**src/rtl/mem_arbiter_if.sv**
```systemverilog
// Fetch, data and memory-side signal bundle for mem_arbiter.
// The arbiter takes the slave modport; requesters and memory model take master.
interface mem_arbiter_if #(
    parameter int DATA_WIDTH = 32,
    parameter int ADDR_WIDTH = 32
);
    logic                  if_req_i;
    logic [ADDR_WIDTH-1:0] if_addr_i;
    logic                  if_gnt_o;
    logic                  if_rvalid_o;
    logic [DATA_WIDTH-1:0] if_rdata_o;

    logic                  d_req_i;
    logic                  d_we_i;
    logic                  d_byte_i;
    logic [ADDR_WIDTH-1:0] d_addr_i;
    logic [DATA_WIDTH-1:0] d_wdata_i;
    logic                  d_gnt_o;
    logic                  d_rvalid_o;
    logic [DATA_WIDTH-1:0] d_rdata_o;

    logic                  mem_en_o;
    logic                  mem_we_o;
    logic                  mem_byte_o;
    logic [ADDR_WIDTH-1:0] mem_addr_o;
    logic [DATA_WIDTH-1:0] mem_wdata_o;
    logic [DATA_WIDTH-1:0] mem_rdata_i;

    modport slave (
        input  if_req_i, if_addr_i,
        output if_gnt_o, if_rvalid_o, if_rdata_o,
        input  d_req_i, d_we_i, d_byte_i, d_addr_i, d_wdata_i,
        output d_gnt_o, d_rvalid_o, d_rdata_o,
        output mem_en_o, mem_we_o, mem_byte_o, mem_addr_o, mem_wdata_o,
        input  mem_rdata_i
    );

    modport master (
        output if_req_i, if_addr_i,
        input  if_gnt_o, if_rvalid_o, if_rdata_o,
        output d_req_i, d_we_i, d_byte_i, d_addr_i, d_wdata_i,
        input  d_gnt_o, d_rvalid_o, d_rdata_o,
        input  mem_en_o, mem_we_o, mem_byte_o, mem_addr_o, mem_wdata_o,
        output mem_rdata_i
    );
endinterface

```
**src/rtl/mem_arbiter.sv**
```systemverilog
// Single-port memory arbiter between fetch (read-only) and data (load/store) requesters.
// Optional MEM_ARB_PERF_EN adds saturating per-requester wait-cycle counters.
//
// state | meaning
// IDLE  | no transaction in flight; grants a pending request combinationally
// BUSY  | memory access in progress; latency counter runs down to 0
module mem_arbiter #(
    parameter int DATA_WIDTH   = 32,
    parameter int ADDR_WIDTH   = 32,
    parameter int MEM_LATENCY  = 2,
    parameter int STARVE_LIMIT = 4
) (
    input  logic         clk,
    input  logic         rst,
    mem_arbiter_if.slave bus
`ifdef MEM_ARB_PERF_EN
    ,
    output logic [31:0]  perf_if_wait_o,
    output logic [31:0]  perf_d_wait_o
`endif
);
    localparam int CW = $clog2(MEM_LATENCY + 1);
    localparam int SW = $clog2(STARVE_LIMIT + 1);
    localparam logic [CW-1:0] CNT_LOAD  = CW'(MEM_LATENCY - 1);
    localparam logic [SW-1:0] STARVE_MX = SW'(STARVE_LIMIT);

    if (MEM_LATENCY < 1) begin : g_lat_chk
        $error("mem_arbiter: MEM_LATENCY must be >= 1");
    end
    if (STARVE_LIMIT < 1) begin : g_starve_chk
        $error("mem_arbiter: STARVE_LIMIT must be >= 1");
    end

    typedef enum logic {IDLE, BUSY} state_t;

    state_t                state_q, state_d;
    logic [CW-1:0]         cnt_q, cnt_d;
    logic [SW-1:0]         starve_q, starve_d;
    logic                  owner_q, owner_d;
    logic                  mem_en_q, mem_en_d;
    logic                  mem_we_q, mem_we_d;
    logic                  mem_byte_q, mem_byte_d;
    logic [ADDR_WIDTH-1:0] mem_addr_q, mem_addr_d;
    logic [DATA_WIDTH-1:0] mem_wdata_q, mem_wdata_d;
    logic [DATA_WIDTH-1:0] if_rdata_q, if_rdata_d;
    logic [DATA_WIDTH-1:0] d_rdata_q, d_rdata_d;
    logic                  if_rvalid_q, if_rvalid_d;
    logic                  d_rvalid_q, d_rvalid_d;
    logic                  if_gnt, d_gnt;
    logic                  starve_full;

    assign starve_full = (starve_q == STARVE_MX);

    always_comb begin
        state_d     = state_q;
        cnt_d       = cnt_q;
        starve_d    = starve_q;
        owner_d     = owner_q;
        mem_en_d    = mem_en_q;
        mem_we_d    = mem_we_q;
        mem_byte_d  = mem_byte_q;
        mem_addr_d  = mem_addr_q;
        mem_wdata_d = mem_wdata_q;
        if_rdata_d  = if_rdata_q;
        d_rdata_d   = d_rdata_q;
        if_rvalid_d = 1'b0;
        d_rvalid_d  = 1'b0;
        if_gnt      = 1'b0;
        d_gnt       = 1'b0;

        case (state_q)
            IDLE: begin
                // Data wins unless fetch has been passed over STARVE_LIMIT times in a row.
                if (bus.if_req_i && (!bus.d_req_i || starve_full)) begin
                    if_gnt = 1'b1;
                end else if (bus.d_req_i) begin
                    d_gnt = 1'b1;
                end

                if (if_gnt) begin
                    owner_d     = 1'b0;
                    mem_en_d    = 1'b1;
                    mem_we_d    = 1'b0;
                    mem_byte_d  = 1'b0;
                    mem_addr_d  = bus.if_addr_i;
                    mem_wdata_d = '0;
                end else if (d_gnt) begin
                    owner_d     = 1'b1;
                    mem_en_d    = 1'b1;
                    mem_we_d    = bus.d_we_i;
                    mem_byte_d  = bus.d_byte_i;
                    mem_addr_d  = bus.d_addr_i;
                    mem_wdata_d = bus.d_wdata_i;
                end

                if (if_gnt || d_gnt) begin
                    cnt_d   = CNT_LOAD;
                    state_d = BUSY;
                end

                if (if_gnt || !bus.if_req_i) begin
                    starve_d = '0;
                end else if (d_gnt && !starve_full) begin
                    starve_d = starve_q + 1'b1;
                end
            end
            BUSY: begin
                if (cnt_q == '0) begin
                    state_d     = IDLE;
                    mem_en_d    = 1'b0;
                    mem_we_d    = 1'b0;
                    mem_byte_d  = 1'b0;
                    mem_addr_d  = '0;
                    mem_wdata_d = '0;
                    if (owner_q) begin
                        d_rvalid_d = 1'b1;
                        d_rdata_d  = mem_we_q ? '0 : bus.mem_rdata_i;
                    end else begin
                        if_rvalid_d = 1'b1;
                        if_rdata_d  = bus.mem_rdata_i;
                    end
                end else begin
                    cnt_d = cnt_q - 1'b1;
                end
            end
            default: state_d = IDLE;
        endcase
    end

    always_ff @(posedge clk or negedge rst) begin
        if (!rst) begin
            state_q     <= IDLE;
            cnt_q       <= '0;
            starve_q    <= '0;
            owner_q     <= 1'b0;
            mem_en_q    <= 1'b0;
            mem_we_q    <= 1'b0;
            mem_byte_q  <= 1'b0;
            mem_addr_q  <= '0;
            mem_wdata_q <= '0;
            if_rdata_q  <= '0;
            d_rdata_q   <= '0;
            if_rvalid_q <= 1'b0;
            d_rvalid_q  <= 1'b0;
        end else begin
            state_q     <= state_d;
            cnt_q       <= cnt_d;
            starve_q    <= starve_d;
            owner_q     <= owner_d;
            mem_en_q    <= mem_en_d;
            mem_we_q    <= mem_we_d;
            mem_byte_q  <= mem_byte_d;
            mem_addr_q  <= mem_addr_d;
            mem_wdata_q <= mem_wdata_d;
            if_rdata_q  <= if_rdata_d;
            d_rdata_q   <= d_rdata_d;
            if_rvalid_q <= if_rvalid_d;
            d_rvalid_q  <= d_rvalid_d;
        end
    end

    // Grants are combinational, so mask them while reset is asserted.
    assign bus.if_gnt_o    = if_gnt & rst;
    assign bus.d_gnt_o     = d_gnt & rst;
    assign bus.if_rvalid_o = if_rvalid_q;
    assign bus.if_rdata_o  = if_rdata_q;
    assign bus.d_rvalid_o  = d_rvalid_q;
    assign bus.d_rdata_o   = d_rdata_q;
    assign bus.mem_en_o    = mem_en_q;
    assign bus.mem_we_o    = mem_we_q;
    assign bus.mem_byte_o  = mem_byte_q;
    assign bus.mem_addr_o  = mem_addr_q;
    assign bus.mem_wdata_o = mem_wdata_q;

`ifdef MEM_ARB_PERF_EN
    logic [31:0] perf_if_q, perf_if_d;
    logic [31:0] perf_d_q, perf_d_d;

    always_comb begin
        perf_if_d = perf_if_q;
        perf_d_d  = perf_d_q;
        if (bus.if_req_i && !if_gnt && (perf_if_q != '1)) begin
            perf_if_d = perf_if_q + 1'b1;
        end
        if (bus.d_req_i && !d_gnt && (perf_d_q != '1)) begin
            perf_d_d = perf_d_q + 1'b1;
        end
    end

    always_ff @(posedge clk or negedge rst) begin
        if (!rst) begin
            perf_if_q <= '0;
            perf_d_q  <= '0;
        end else begin
            perf_if_q <= perf_if_d;
            perf_d_q  <= perf_d_d;
        end
    end

    assign perf_if_wait_o = perf_if_q;
    assign perf_d_wait_o  = perf_d_q;
`endif
endmodule

```
**src/flat_wrapper.sv**
```systemverilog
// flat-port wrapper written by rule: the top's interface ports become plain ports
module mem_arbiter_flat 
#(
    parameter int DATA_WIDTH   = 32,
    parameter int ADDR_WIDTH   = 32,
    parameter int MEM_LATENCY  = 2,
    parameter int STARVE_LIMIT = 4
)
  (clk, rst, bus_if_req_i, bus_if_addr_i, bus_if_gnt_o, bus_if_rvalid_o, bus_if_rdata_o, bus_d_req_i, bus_d_we_i, bus_d_byte_i, bus_d_addr_i, bus_d_wdata_i, bus_d_gnt_o, bus_d_rvalid_o, bus_d_rdata_o, bus_mem_en_o, bus_mem_we_o, bus_mem_byte_o, bus_mem_addr_o, bus_mem_wdata_o, bus_mem_rdata_i);
  mem_arbiter_if #(.DATA_WIDTH(DATA_WIDTH), .ADDR_WIDTH(ADDR_WIDTH)) bus_i ();
  input  logic clk;
  input  logic rst;
  input wire logic [$bits(bus_i.if_req_i)-1:0] bus_if_req_i;
  input wire logic [$bits(bus_i.if_addr_i)-1:0] bus_if_addr_i;
  output wire logic [$bits(bus_i.if_gnt_o)-1:0] bus_if_gnt_o;
  output wire logic [$bits(bus_i.if_rvalid_o)-1:0] bus_if_rvalid_o;
  output wire logic [$bits(bus_i.if_rdata_o)-1:0] bus_if_rdata_o;
  input wire logic [$bits(bus_i.d_req_i)-1:0] bus_d_req_i;
  input wire logic [$bits(bus_i.d_we_i)-1:0] bus_d_we_i;
  input wire logic [$bits(bus_i.d_byte_i)-1:0] bus_d_byte_i;
  input wire logic [$bits(bus_i.d_addr_i)-1:0] bus_d_addr_i;
  input wire logic [$bits(bus_i.d_wdata_i)-1:0] bus_d_wdata_i;
  output wire logic [$bits(bus_i.d_gnt_o)-1:0] bus_d_gnt_o;
  output wire logic [$bits(bus_i.d_rvalid_o)-1:0] bus_d_rvalid_o;
  output wire logic [$bits(bus_i.d_rdata_o)-1:0] bus_d_rdata_o;
  output wire logic [$bits(bus_i.mem_en_o)-1:0] bus_mem_en_o;
  output wire logic [$bits(bus_i.mem_we_o)-1:0] bus_mem_we_o;
  output wire logic [$bits(bus_i.mem_byte_o)-1:0] bus_mem_byte_o;
  output wire logic [$bits(bus_i.mem_addr_o)-1:0] bus_mem_addr_o;
  output wire logic [$bits(bus_i.mem_wdata_o)-1:0] bus_mem_wdata_o;
  input wire logic [$bits(bus_i.mem_rdata_i)-1:0] bus_mem_rdata_i;
  assign bus_i.if_req_i = bus_if_req_i;
  assign bus_i.if_addr_i = bus_if_addr_i;
  assign bus_if_gnt_o = bus_i.if_gnt_o;
  assign bus_if_rvalid_o = bus_i.if_rvalid_o;
  assign bus_if_rdata_o = bus_i.if_rdata_o;
  assign bus_i.d_req_i = bus_d_req_i;
  assign bus_i.d_we_i = bus_d_we_i;
  assign bus_i.d_byte_i = bus_d_byte_i;
  assign bus_i.d_addr_i = bus_d_addr_i;
  assign bus_i.d_wdata_i = bus_d_wdata_i;
  assign bus_d_gnt_o = bus_i.d_gnt_o;
  assign bus_d_rvalid_o = bus_i.d_rvalid_o;
  assign bus_d_rdata_o = bus_i.d_rdata_o;
  assign bus_mem_en_o = bus_i.mem_en_o;
  assign bus_mem_we_o = bus_i.mem_we_o;
  assign bus_mem_byte_o = bus_i.mem_byte_o;
  assign bus_mem_addr_o = bus_i.mem_addr_o;
  assign bus_mem_wdata_o = bus_i.mem_wdata_o;
  assign bus_i.mem_rdata_i = bus_mem_rdata_i;
  mem_arbiter #(.DATA_WIDTH(DATA_WIDTH), .ADDR_WIDTH(ADDR_WIDTH), .MEM_LATENCY(MEM_LATENCY), .STARVE_LIMIT(STARVE_LIMIT)) u_core (.clk(clk), .rst(rst), .bus(bus_i));
endmodule
```
**config.mk**
```make
export PLATFORM = sky130hd
export DESIGN_NAME = mem_arbiter_flat
export DESIGN_NICKNAME = d
export VERILOG_FILES = /design/src/rtl/mem_arbiter_if.sv /design/src/rtl/mem_arbiter.sv /design/src/flat_wrapper.sv
export SDC_FILE = /design/constraint.sdc
export NUM_CORES = 1
export LEC_CHECK = 0
export CAP_MARGIN = 20
export CORE_ASPECT_RATIO = 1.4
export CORE_MARGIN = 2
export CORE_UTILIZATION = 42
export CTS_CLUSTER_DIAMETER = 100
export CTS_CLUSTER_SIZE = 24
export DETAILED_ROUTE_END_ITERATION = 8
export HOLD_SLACK_MARGIN = 0.12
export PLACE_DENSITY = 0.78
export SETUP_SLACK_MARGIN = 0.4
export SYNTH_ARGS = -nofsm -noshare
export SYNTH_HDL_FRONTEND = slang
export SYNTH_SLANG_ARGS = --single-unit
```
**constraint.sdc**
```tcl
create_clock -name clk -period 1.8 [get_ports clk]
set_input_delay 0.36 -clock clk [delete_from_list [all_inputs] [get_ports clk]]
set_output_delay 0.36 -clock clk [all_outputs]
set_load 0.05 [all_outputs]
```
==> flow_summary.json <==
{
  "worst_slew_pin_slew_ps": 770,
  "clock_skew_ps": 12.2,
  "post-dp-hpwl_um": 12100,
  "yosysMostFrequentCell": "dfrtp_1",
  "synth_edf_count": 0,
  "port_buffers": 268,
  "syn-mean-instance-area_um2": 13.0,
  "drt_iter0_drc": 268,
  "die_h_um": 143,
  "drive_gt1_share_pct": 46.9,
  "start_kind": "flip-flop",
  "area_growth_pct": 82.9,
  "post-route-cell-area_um2": 10700,
  "synth_cells": 447,
  "fin_crit_ps": 2040,
  "status": "finished with violations",
  "synth_ff_type": "dfrtp_1",
  "total_power_uw": 24600,
  "antenna_found_initial": 0,
  "yosysWarnings": 0,
  "finalHoldViolations": 0,
  "rsz0062_at_grt": "true",
  "drc_errors": 0,
  "cts_buffers": 17,
  "power_density_nw_per_um2": 2310,
  "io_pins": 269,
  "setup_slack_ps": -242,
  "cp_max_fo": 8,
  "tritoncts": "yes",
  "grt_pass1_wl_um": 30000,
  "crit_type": "flip-flop to output pin",
  "cp.arrival_ps": 1680,
  "violations": "setup timing",
  "synth_commonest_cells": "dfrtp_1, nand2_1, nand2b_1",
  "netlist_area_um2": 5830,
  "grt-ovfl-total": 0,
  "ys_seq_area_share_pct": 60.1,
  "gr-usage-all-layers_pct": 26.2,
  "synth_top_area_cell": "dfrtp_1",
  "gp_congestion": 0.801,
  "htreeDepth": 4,
  "nFillCells": 767,
  "die_w_um": 104,
  "min_path_type": "input pin to asynchronous set/reset pin",
  "rows": 50,
  "syn-num-nets": 584,
  "yosys_register_bits": 140,
  "vias_per_cell": 5.41,
  "root_buffer": "clkbuf_16",
  "clk_pin_slew_ps": 60,
  "cts.sinks": 140,
  "r2r-start": "u_core.starve_q[0]",
  "synthArstFlopShare_pct": 100,
  "clkLatencyLatePin_ps": 410,
  "cap_viol_max_count": 0,
  "fin_crit_sh_pct": 113,
  "ys_types": 29,
  "core_um2": 13500,
  "vdd_drop_max_v": 0.00135,
  "setup_violations": 3,
  "power.leakage_uw": 0.00503,
  "dr.pass1.iters": 6,
  "start_util_pct": 43.3,
  "ctsLongestPathBuffers": 2,
  "dieArea_um2": 14900,
  "slew_headroom_pct": 48.7,
  "reg2regPathDepth": 10,
  "max_freq_ghz": 0.490,
  "grt_start_max_net_pins": 138,
  "crit_required_ps": 1440,
  "synth_top_cell_area_share_pct": 60.1,
  "routedWlPerCell_um": 23.1,
  "vias": 5295,
  "drt-total-wl_um": 22600,
  "rrSetupSlack_ps": 0,
  "fin_nets": 920,
  "reg2reg_to": "u_core.bus.mem_wdata_o[21]",
  "crit_path_end_kind": "output pin",
  "grt_pass1_vias": 5361,
  "post_dp_cell_area_um2": 8530,
  "ant_nets": 0,
  "ys_top_cells_by_area": "dfrtp_1, mux2_4, a221o_1",
  "n_antenna_cell": 0,
  "slew_violations": 0
}
[routing by layer]
layer	part of all wire [%]	track usage, %	vias to the layer above
li1	-	-	2299
met1	36	30.6	2619
met2	53	46.4	314
met3	6.9	6.85	63
met4	3.7	10.1	0
met5	0	0	-
[sequential cells by signal (all words and copies together), names as in the netlist, 2 cells and up]
register and cells:
u_core.bus.mem_wdata_o 32, u_core.bus.if_rdata_o 32, u_core.cnt_q 2, u_core.bus.d_rdata_o 32
u_core.starve_q 3, u_core.bus.mem_addr_o 32
[kinds of logic (layout without fill, tap and decap cells)]
kind of cell,count (synthesis),after routing,synth area share [%]
DFF,140,140,60.1
and+or+nand+nor,120,120,12.0
AOI/OAI and AO/OA,108,108,14.6
buffers and inverters,44,393,4.59
muxes,32,32,8.11
adders and majority gates,3,3,0.644
[what timing repair did]
action,4_1_cts,5_1_grt
hold endpoints to repair,3,0
gates cloned,11,10
resized for setup,145,84
buffers inserted,17,25
endpoints found under the setup margin,109,177
hold buffers,2,0
pin swaps,64,23
[placed cells by master (no fill, tap or decap), types with 3 or more instances in the layout]
master           synthesis  final
dfrtp_1                140    138
clkdlybuf4s50_1          0    130
buf_4                    7    128
buf_6                    8     57
nand2b_1                35     34
a22o_1                  34     34
a221o_1                 32     32
o21ai_2                  1     32
mux2_4                  30     32
nor3b_1                 33     29
nand2_4                  0     25
clkbuf_16                0     22
buf_12                   0     17
buf_16                   0     10
nand2_1                 39      8
nand2_2                  0      6
inv_6                    0      5
inv_2                    0      4
clkinv_4                 0      4
o21ai_4                  0      3
nor3b_2                  1      3
buf_8                    0      3
[power breakdown]
group          switching [uW]  total [uW]  internal [uW]
registers                1240        5880           4640
clock network            1470        3630           2160
logic                    8870       15100           6250
total                   11600       24600          13000
[worst max path at each step]
stage	start	end	slack [ps]	cells past startpoint
4_1_cts	u_core.starve_q[1]	bus_d_gnt_o	-250	5
6_report	u_core.state_q	bus_d_gnt_o	-240	3
5_1_grt	u_core.starve_q[1]	bus_d_gnt_o	-320	5
2_1_floorplan	u_core.starve_q[0]	bus_d_gnt_o	-210	6
3_3_place_gp	bus_if_req_i	u_core.bus.mem_addr_o[19]	-130	6
3_5_place_dp	bus_if_req_i	u_core.bus.mem_addr_o[27]	-190	6
[critical path, stage by stage (launching register included)]
cell      delay (ps)
dfrtp_1          520
buf_4            230
nor4bb_4         350
buf_12           180
[layout make-up]
class | count | area (um2) | share of cell area [%]
clock inverter | 13 | 156 | 1.47
clock buffer | 19 | 453 | 4.25
inverter | 7 | 43.8 | 0.411
sequential | 140 | 3510 | 32.9
multi-input combinational | 263 | 2550 | 23.9
tap | 182 | 228 | 2.14
timing repair buffer | 354 | 3730 | 35.0
[through the flow]
stage               util [%]  hold slack (ps)  setup TNS (ps)  worst slack (ps)  cells
global route            79.3              294           -1890              -316    978
floorplan                  -             64.4            -208              -208    447
detailed placement      63.4              152          -11730              -191    881
finish                  79.3              296            -476              -242    978
CTS                     74.4              280            -476              -252    943
global placement        63.4              151           -8730              -134    881
Note: power is estimated with default switching activity, not from simulation.
